--- src/rtl/fft_ctrl_pkg.sv ---
// rtl/fft_ctrl_pkg.sv - shared constants and state encoding for the FFT job sequencer
//
// Purpose : job geometry (word count, compute ops, total engine ops, word
//           stride), the ALU op code for FFT-load, and the controller state type.
// Ports   : none (package).
package fft_ctrl_pkg;

   localparam int N_WORDS     = 16;                    // 8 complex points, re/im interleaved
   localparam int CALC_OPS    = 6;                     // compute ops between load and export
   localparam int TOTAL_OPS   = 2 * N_WORDS + CALC_OPS; // ops the engine phase counter expects per job
   localparam int WORD_STRIDE = 4;                     // bytes per sample word
   localparam int WCNT_W      = $clog2(N_WORDS);

   // ALU op select value that routes operand 1 into the FFT engine.
   localparam logic [4:0] ALU_OP_FFT_LOAD = 5'h1c;

   typedef enum logic [2:0] {
      ST_IDLE,
      ST_LOAD,
      ST_CALC,
      ST_EXPORT,
      ST_DONE
   } state_e;

endpackage

--- src/rtl/fft_job_ctrl_if.sv ---
// rtl/fft_job_ctrl_if.sv - memory and FFT-engine bus between the job controller and its neighbours
//
// Purpose : groups the data-memory read/write port and the ALU FFT-op path.
// Signals : mem_rd_en/mem_rd_addr/mem_rd_data  read port, 1-cycle latency
//           mem_wr_en/mem_wr_addr/mem_wr_data  write port
//           fft_op_en/fft_din/fft_dout         FFT op strobe, operand 1, registered result
// Modports: master = controller side, slave = memory/ALU side.
interface fft_job_ctrl_if #(
   parameter int DATA_W = 32,
   parameter int ADDR_W = 32
);

   logic              mem_rd_en;
   logic [ADDR_W-1:0] mem_rd_addr;
   logic [DATA_W-1:0] mem_rd_data;
   logic              mem_wr_en;
   logic [ADDR_W-1:0] mem_wr_addr;
   logic [DATA_W-1:0] mem_wr_data;
   logic              fft_op_en;
   logic [DATA_W-1:0] fft_din;
   logic [DATA_W-1:0] fft_dout;

   modport master (
      output mem_rd_en, mem_rd_addr,
      input  mem_rd_data,
      output mem_wr_en, mem_wr_addr, mem_wr_data,
      output fft_op_en, fft_din,
      input  fft_dout
   );

   modport slave (
      input  mem_rd_en, mem_rd_addr,
      output mem_rd_data,
      input  mem_wr_en, mem_wr_addr, mem_wr_data,
      input  fft_op_en, fft_din,
      output fft_dout
   );

endinterface

--- src/rtl/fft_addr_gen.sv ---
// rtl/fft_addr_gen.sv - base register plus word counter producing a byte address
//
// Purpose : captures a byte base on load_i and walks N_WORDS words from it.
// Ports   : clk, rst_n      clock, asynchronous active-low reset
//           load_i, base_i  capture base and clear the word index
//           step_i          advance to the next word
//           addr_o          base + stride*index, modulo 2^ADDR_W
//           last_o          index is on the final word of the block
module fft_addr_gen
   import fft_ctrl_pkg::*;
#(
   parameter int ADDR_W = 32
) (
   input  logic              clk,
   input  logic              rst_n,
   input  logic              load_i,
   input  logic [ADDR_W-1:0] base_i,
   input  logic              step_i,
   output logic [ADDR_W-1:0] addr_o,
   output logic              last_o
);

   logic [ADDR_W-1:0] base_q, base_d;
   logic [WCNT_W-1:0] idx_q, idx_d;

   always_comb begin
      base_d = base_q;
      idx_d  = idx_q;
      if (load_i) begin
         base_d = base_i;
         idx_d  = '0;
      end else if (step_i) begin
         idx_d = idx_q + 1'b1;   // wraps to 0 after the last word
      end
   end

   always_ff @(posedge clk or negedge rst_n) begin
      if (!rst_n) begin
         base_q <= '0;
         idx_q  <= '0;
      end else begin
         base_q <= base_d;
         idx_q  <= idx_d;
      end
   end

   // Carry out of the top bit is dropped, so blocks near the top of the map wrap silently.
   assign addr_o = base_q + (ADDR_W'(idx_q) << $clog2(WORD_STRIDE));
   assign last_o = (idx_q == WCNT_W'(N_WORDS - 1));

endmodule

--- src/rtl/fft_job_ctrl.sv ---
// rtl/fft_job_ctrl.sv - sequencer running one complete 8-point FFT job on the ALU FFT engine
//
// Purpose : on start, streams 16 words from src into the engine, issues the 6
//           compute ops, issues the 16 export ops and writes the results to dst.
//           Exactly 38 contiguous engine ops per job.
// Ports   : clk, rst_n          clock, asynchronous active-low reset
//           start               job request, sampled only in IDLE
//           src_addr, dst_addr  byte bases, captured when start is accepted
//           busy, done          job in flight / one-cycle end-of-job pulse
//           bus (master)        memory read/write port and FFT op path
//           job_cnt, last_cycles  completed jobs / cycles of last job
//                                 (present only with FFT_JOB_PERF_EN defined)
module fft_job_ctrl
   import fft_ctrl_pkg::*;
#(
   parameter int DATA_W = 32,
   parameter int ADDR_W = 32
) (
   input  logic              clk,
   input  logic              rst_n,
   input  logic              start,
   input  logic [ADDR_W-1:0] src_addr,
   input  logic [ADDR_W-1:0] dst_addr,
   output logic              busy,
   output logic              done,
   fft_job_ctrl_if.master    bus
`ifdef FFT_JOB_PERF_EN
   ,
   output logic [31:0]       job_cnt,
   output logic [7:0]        last_cycles
`endif
);

   state_e            state_q, state_d;
   logic [4:0]        opcnt_q, opcnt_d;   // CALC: op index; EXPORT: export ops issued so far
   logic              op_q, op_d;         // engine op strobe, one cycle behind its issue
   logic              ld_q, ld_d;         // the op now on the bus is a load (data from memory)
   logic              exp1_q, exp1_d;     // export issued one cycle ago (op on the bus)
   logic              exp2_q, exp2_d;     // export issued two cycles ago (result on fft_dout)
   logic              accept;
   logic              exp_issue;
   logic              rd_en;
   logic [ADDR_W-1:0] rd_addr, wr_addr;
   logic              rd_last, wr_last;

   fft_addr_gen #(.ADDR_W(ADDR_W)) u_rd_gen (
      .clk    (clk),
      .rst_n  (rst_n),
      .load_i (accept),
      .base_i (src_addr),
      .step_i (rd_en),
      .addr_o (rd_addr),
      .last_o (rd_last)
   );

   fft_addr_gen #(.ADDR_W(ADDR_W)) u_wr_gen (
      .clk    (clk),
      .rst_n  (rst_n),
      .load_i (accept),
      .base_i (dst_addr),
      .step_i (exp2_q),
      .addr_o (wr_addr),
      .last_o (wr_last)
   );

   // States mark when an op is *issued*; the op reaches the engine one cycle later,
   // which lines the load ops up with the 1-cycle memory read latency.
   always_comb begin
      state_d   = state_q;
      opcnt_d   = opcnt_q;
      accept    = 1'b0;
      exp_issue = 1'b0;
      case (state_q)
         ST_IDLE: begin
            if (start) begin
               accept  = 1'b1;
               state_d = ST_LOAD;
            end
         end
         ST_LOAD: begin
            if (rd_last) begin
               state_d = ST_CALC;
               opcnt_d = '0;
            end
         end
         ST_CALC: begin
            if (opcnt_q == 5'(CALC_OPS - 1)) begin
               state_d = ST_EXPORT;
               opcnt_d = '0;
            end else begin
               opcnt_d = opcnt_q + 5'd1;
            end
         end
         ST_EXPORT: begin
            // Issue 16 export ops, then stay until the trailing write-back drains.
            if (opcnt_q != 5'(N_WORDS)) begin
               exp_issue = 1'b1;
               opcnt_d   = opcnt_q + 5'd1;
            end
            if (exp2_q && wr_last) begin
               state_d = ST_DONE;
            end
         end
         ST_DONE: begin
            state_d = ST_IDLE;
         end
         default: begin
            state_d = ST_IDLE;
         end
      endcase
   end

   assign rd_en  = (state_q == ST_LOAD);
   assign ld_d   = rd_en;
   assign op_d   = rd_en || (state_q == ST_CALC) || exp_issue;
   assign exp1_d = exp_issue;
   assign exp2_d = exp1_q;

   always_ff @(posedge clk or negedge rst_n) begin
      if (!rst_n) begin
         state_q <= ST_IDLE;
         opcnt_q <= '0;
         op_q    <= 1'b0;
         ld_q    <= 1'b0;
         exp1_q  <= 1'b0;
         exp2_q  <= 1'b0;
      end else begin
         state_q <= state_d;
         opcnt_q <= opcnt_d;
         op_q    <= op_d;
         ld_q    <= ld_d;
         exp1_q  <= exp1_d;
         exp2_q  <= exp2_d;
      end
   end

   assign busy = (state_q == ST_LOAD) || (state_q == ST_CALC) || (state_q == ST_EXPORT);
   assign done = (state_q == ST_DONE);

   // Data/address outputs are gated so nothing leaks out while idle or in reset.
   assign bus.mem_rd_en   = rd_en;
   assign bus.mem_rd_addr = rd_en ? rd_addr : '0;
   assign bus.fft_op_en   = op_q;
   assign bus.fft_din     = ld_q ? bus.mem_rd_data : '0;
   assign bus.mem_wr_en   = exp2_q;
   assign bus.mem_wr_addr = exp2_q ? wr_addr : '0;
   assign bus.mem_wr_data = exp2_q ? bus.fft_dout : '0;

`ifdef FFT_JOB_PERF_EN
   logic [31:0] job_cnt_q, job_cnt_d;
   logic [7:0]  cyc_q, cyc_d;
   logic [7:0]  last_cycles_q, last_cycles_d;

   // cyc_q holds the cycle number relative to the accept edge, so it reads 41 in DONE.
   always_comb begin
      job_cnt_d     = job_cnt_q;
      cyc_d         = cyc_q;
      last_cycles_d = last_cycles_q;
      if (accept) begin
         cyc_d = 8'd1;
      end else if (state_q != ST_IDLE) begin
         cyc_d = cyc_q + 8'd1;
      end
      if (state_q == ST_DONE) begin
         job_cnt_d     = job_cnt_q + 32'd1;
         last_cycles_d = cyc_q;
      end
   end

   always_ff @(posedge clk or negedge rst_n) begin
      if (!rst_n) begin
         job_cnt_q     <= '0;
         cyc_q         <= '0;
         last_cycles_q <= '0;
      end else begin
         job_cnt_q     <= job_cnt_d;
         cyc_q         <= cyc_d;
         last_cycles_q <= last_cycles_d;
      end
   end

   assign job_cnt     = job_cnt_q;
   assign last_cycles = last_cycles_q;
`endif

endmodule

--- src/flat_wrapper.sv ---
// flat-port wrapper written by rule: the top's interface ports become plain ports
module fft_job_ctrl_flat import fft_ctrl_pkg::*;
#(
   parameter int DATA_W = 32,
   parameter int ADDR_W = 32
)
  (clk, rst_n, start, src_addr, dst_addr, busy, done, bus_mem_rd_en, bus_mem_rd_addr, bus_mem_rd_data, bus_mem_wr_en, bus_mem_wr_addr, bus_mem_wr_data, bus_fft_op_en, bus_fft_din, bus_fft_dout);
  fft_job_ctrl_if #(.DATA_W(DATA_W), .ADDR_W(ADDR_W)) bus_i ();
  input  logic clk;
  input  logic rst_n;
  input  logic start;
  input  logic [ADDR_W-1:0] src_addr;
  input  logic [ADDR_W-1:0] dst_addr;
  output logic busy;
  output logic done;
  output wire logic [$bits(bus_i.mem_rd_en)-1:0] bus_mem_rd_en;
  output wire logic [$bits(bus_i.mem_rd_addr)-1:0] bus_mem_rd_addr;
  input wire logic [$bits(bus_i.mem_rd_data)-1:0] bus_mem_rd_data;
  output wire logic [$bits(bus_i.mem_wr_en)-1:0] bus_mem_wr_en;
  output wire logic [$bits(bus_i.mem_wr_addr)-1:0] bus_mem_wr_addr;
  output wire logic [$bits(bus_i.mem_wr_data)-1:0] bus_mem_wr_data;
  output wire logic [$bits(bus_i.fft_op_en)-1:0] bus_fft_op_en;
  output wire logic [$bits(bus_i.fft_din)-1:0] bus_fft_din;
  input wire logic [$bits(bus_i.fft_dout)-1:0] bus_fft_dout;
  assign bus_mem_rd_en = bus_i.mem_rd_en;
  assign bus_mem_rd_addr = bus_i.mem_rd_addr;
  assign bus_i.mem_rd_data = bus_mem_rd_data;
  assign bus_mem_wr_en = bus_i.mem_wr_en;
  assign bus_mem_wr_addr = bus_i.mem_wr_addr;
  assign bus_mem_wr_data = bus_i.mem_wr_data;
  assign bus_fft_op_en = bus_i.fft_op_en;
  assign bus_fft_din = bus_i.fft_din;
  assign bus_i.fft_dout = bus_fft_dout;
  fft_job_ctrl #(.DATA_W(DATA_W), .ADDR_W(ADDR_W)) u_core (.clk(clk), .rst_n(rst_n), .start(start), .src_addr(src_addr), .dst_addr(dst_addr), .busy(busy), .done(done), .bus(bus_i));
endmodule
--- config.mk ---
export PLATFORM = sky130hd
export DESIGN_NAME = fft_job_ctrl_flat
export DESIGN_NICKNAME = d
export VERILOG_FILES = /design/src/rtl/fft_ctrl_pkg.sv /design/src/rtl/fft_job_ctrl_if.sv /design/src/rtl/fft_addr_gen.sv /design/src/rtl/fft_job_ctrl.sv /design/src/flat_wrapper.sv
export SDC_FILE = /design/constraint.sdc
export NUM_CORES = 1
export LEC_CHECK = 0
export ABC_AREA = 1
export ABC_CLOCK_PERIOD_IN_PS = 2590
export BUFFER_PORTS_ARGS = -buffer_cell sky130_fd_sc_hd__buf_2
export CAP_MARGIN = 20
export CORE_ASPECT_RATIO = 0.9
export CORE_UTILIZATION = 45
export CTS_CLUSTER_DIAMETER = 60
export CTS_CLUSTER_SIZE = 16
export DETAILED_ROUTE_END_ITERATION = 16
export PLACE_DENSITY = 0.77
export SYNTH_ARGS = -nofsm -noshare
export SYNTH_HDL_FRONTEND = slang
export SYNTH_SLANG_ARGS = --single-unit
--- constraint.sdc ---
create_clock -name clk -period 2.59 [get_ports clk]
set_clock_uncertainty 0.15 [all_clocks]
set_input_delay 0 -clock clk [delete_from_list [all_inputs] [get_ports clk]]
set_output_delay 0 -clock clk [all_outputs]
set_load 0.01 [all_outputs]
==> results.toml <==
[run_status]
outcome = "completed"

[clocking]
max-clock-path-buffers = 2
cts_buffers = 9
cts_root_buffer = "clkbuf_16"
cts_tree = "done"
htreeDepth = 3
cts.reportedPaths.clkPinSlew_ns = 0.07
clock_latency_ns = 0.35
clock-sinks = 84

[sta]
post-route-period-util_pct = 94.7
relSlewSlack_pct = 39.4
hold_ws_ns = 0.0312
worst_pin_slew_ns = 0.909
slew_violations = 0
fin_crit_ns = 2.45
clock.fmax_mhz = 408
rsz0062_at_grt = "false"
finalSetupViolations = 0
finalWorstSetupSlack_ns = 0.136
hold_viol = 0
setup-tns-final_ns = 0

[global_routing]
track_usage_pct = 30.3
grt_overflow = 0
grt_pass1_wl_um = 32200
grt_max_degree = 53
antenna_found_initial = 2
grt_pass1_vias = 6838

[worst_setup_path]
crit_type = "reg2out"
crit_start = "u_core.u_rd_gen.idx_q[0]"
critPathCaptureType = "primary output"
rrSetupSlack_ns = 0.70
crit_arrival_ns = 2.30
path_max_fanout = 6
reg2reg_depth = 6
startpoint_type = "flop"
endpoint = "bus_mem_rd_addr[16]"
worstPathRequired_ns = 2.44
r2r-end = "u_core.u_wr_gen.base_q[24]"
r2r-start = "u_core.state_q[2]"

[route]
vias = 7324
drc = 0
wire_per_inst_um = 13.8
drt_first_pass_iters = 6
via_per_inst = 4.95
ant_nets = 0
initialDrtViolationCount = 604
wl_um = 20500

[power]
power.density_mw_per_mm2 = 920
power.leakage_nw = 5.04
irDropWorstVdd_uv = 805

[floorplanning]
io_pins = 264
dieArea_mm2 = 0.0139
start_util_pct = 46.8
die_h_um = 112
die_x_um = 124
core_area_mm2 = 0.0129
rows = 39

[place]
place_area_mm2 = 0.00748
place.gp.congestion = 0.994
dpl.cell_count = 1394
dpl_worst_slack_ns = 0.425
io_buffers = 263
dp_hpwl_um = 15200

[yosys]
ys_seq_area_share_pct = 34.9
netlist_area_mm2 = 0.00603
synth_cells = 989
async_flop_share_pct = 100
ys_ff_latch = 84
synth_ff_type = "dfrtp_1"
synth_edf_count = 0
synth_warnings = 0
synth_area_per_cell_um2 = 6.10
synthDistinctLibCells = 35
synth.net_count = 1135

[finish]
synthToLayoutAreaGrowth_pct = 40.9
stdcell_area_mm2 = 0.00850
drive_gt1_share_pct = 23.7
layout_common_cells = "nand2_1, buf_2, inv_1"
mostFrequentLayoutCell = "nand2_1"
nFillCells = 1188
stdcell_count = 1481
final_nets = 1456

[hold_path]
min_path_type = "in2async"

[job]
maxCapViolCount = 0
critical path: stages (launching register included):
cell     delay (ns)
dfrtp_1        0.38
ha_2           0.21
inv_1          0.05
fa_1           0.39
nor2_1         0.12
nor2_1         0.10
nor2_2         0.17
buf_6          0.15
nand2_1        0.05
o21ai_0        0.14
nor2_1         0.06
buf_2          0.14
logic make-up after synthesis:
kind of cell    after synthesis  synth area share, %
fa+ha+maj                    15                 3.36
xor+xnor                      8                 1.16
compound gates               95                 8.24
buf+inv                     177                 11.7
simple gates                610                 40.7
flops                        84                 34.9
Yosys cell counts (3+ instances only):
| master | count | area [um^2] |
|---|---|---|
| a211oi_1 | 3 | 22.5 |
| a21oi_1 | 27 | 135 |
| a31oi_1 | 5 | 31.3 |
| buf_2 | 14 | 70.1 |
| buf_4 | 4 | 30.0 |
| clkbuf_1 | 9 | 33.8 |
| dfrtp_1 | 84 | 2100 |
| ha_1 | 13 | 163 |
| inv_1 | 142 | 533 |
| inv_2 | 5 | 18.8 |
| nand2_1 | 384 | 1440 |
| nand2_2 | 3 | 18.8 |
| nand3_1 | 55 | 275 |
| nand3b_1 | 3 | 22.5 |
| nand4_1 | 6 | 37.5 |
| nor2_1 | 139 | 522 |
| nor2_2 | 3 | 18.8 |
| nor3_1 | 9 | 45.0 |
| o21ai_0 | 51 | 255 |
| o21ai_1 | 6 | 30.0 |
| xor2_1 | 6 | 52.6 |
metal layers:
metal / up-vias / GRT usage, % / wire length, um / share of wire [%]
met5: - / 0 / 0 / 0
met4: 0 / 12.5 / 748 / 3.7
met3: 59 / 5.84 / 1780 / 8.7
met2: 349 / 53.4 / 10100 / 49
met1: 3251 / 35.4 / 7810 / 38
li1: 3665 / - / - / -
state kept, by name (all words and copies together), names as in the netlist:
register                count
u_core.bus.fft_op_en        1
u_core.bus.mem_wr_en        1
u_core.exp1_q               1
u_core.ld_q                 1
u_core.opcnt_q              5
u_core.state_q              3
u_core.u_rd_gen.base_q     32
u_core.u_rd_gen.idx_q       4
u_core.u_wr_gen.base_q     32
u_core.u_wr_gen.idx_q       4
where the power goes:
| group | switching (mW) | internal (mW) |
|---|---|---|
| sequential | 0.719 | 1.92 |
| clock | 0.582 | 0.763 |
| combinational | 2.40 | 1.44 |
stage by stage:
step	power, mW	util (%)
after floorplan	4.98	-
final	7.81	66.0
after global routing	8.53	66.0
after detailed placement	6.32	58.1
after global placement	6.27	58.1
after CTS	7.77	65.6
area by class of cell:
class	instances	area (um^2)	area share [%]
clock inverters	7	80.1	0.942
clock buffers	9	225	2.65
inverters	148	556	6.54
multi-input cells	728	3240	38.2
repair buffers	339	2080	24.5
well taps	164	205	2.41
diodes	2	5.00	0.0589
flip-flops and latches	84	2100	24.8
repair_timing:
| item | 4_1_cts | 5_1_grt |
|---|---|---|
| hold buffers | 66 | 0 |
| buffers inserted | 0 | 2 |
| hold endpoints to repair | 150 | 0 |
| resized for setup | 0 | 8 |
| endpoints found under the setup margin | 0 | 16 |
how the worst min path moves through the flow:
stage,startpoint,to,slack [ns],cells past startpoint
after global routing,rst_n,u_core.u_rd_gen.base_q[10],0.07,2
final,rst_n,u_core.u_rd_gen.base_q[10],0.03,2
after CTS,rst_n,u_core.u_rd_gen.base_q[9],0.03,2
after floorplan,rst_n,u_core.bus.fft_op_en,-0.45,0
after global placement,rst_n,u_core.u_rd_gen.base_q[9],-0.14,1
after detailed placement,rst_n,u_core.u_rd_gen.base_q[9],-0.13,1
No activity file was read; power rests on OpenSTA's default activity.
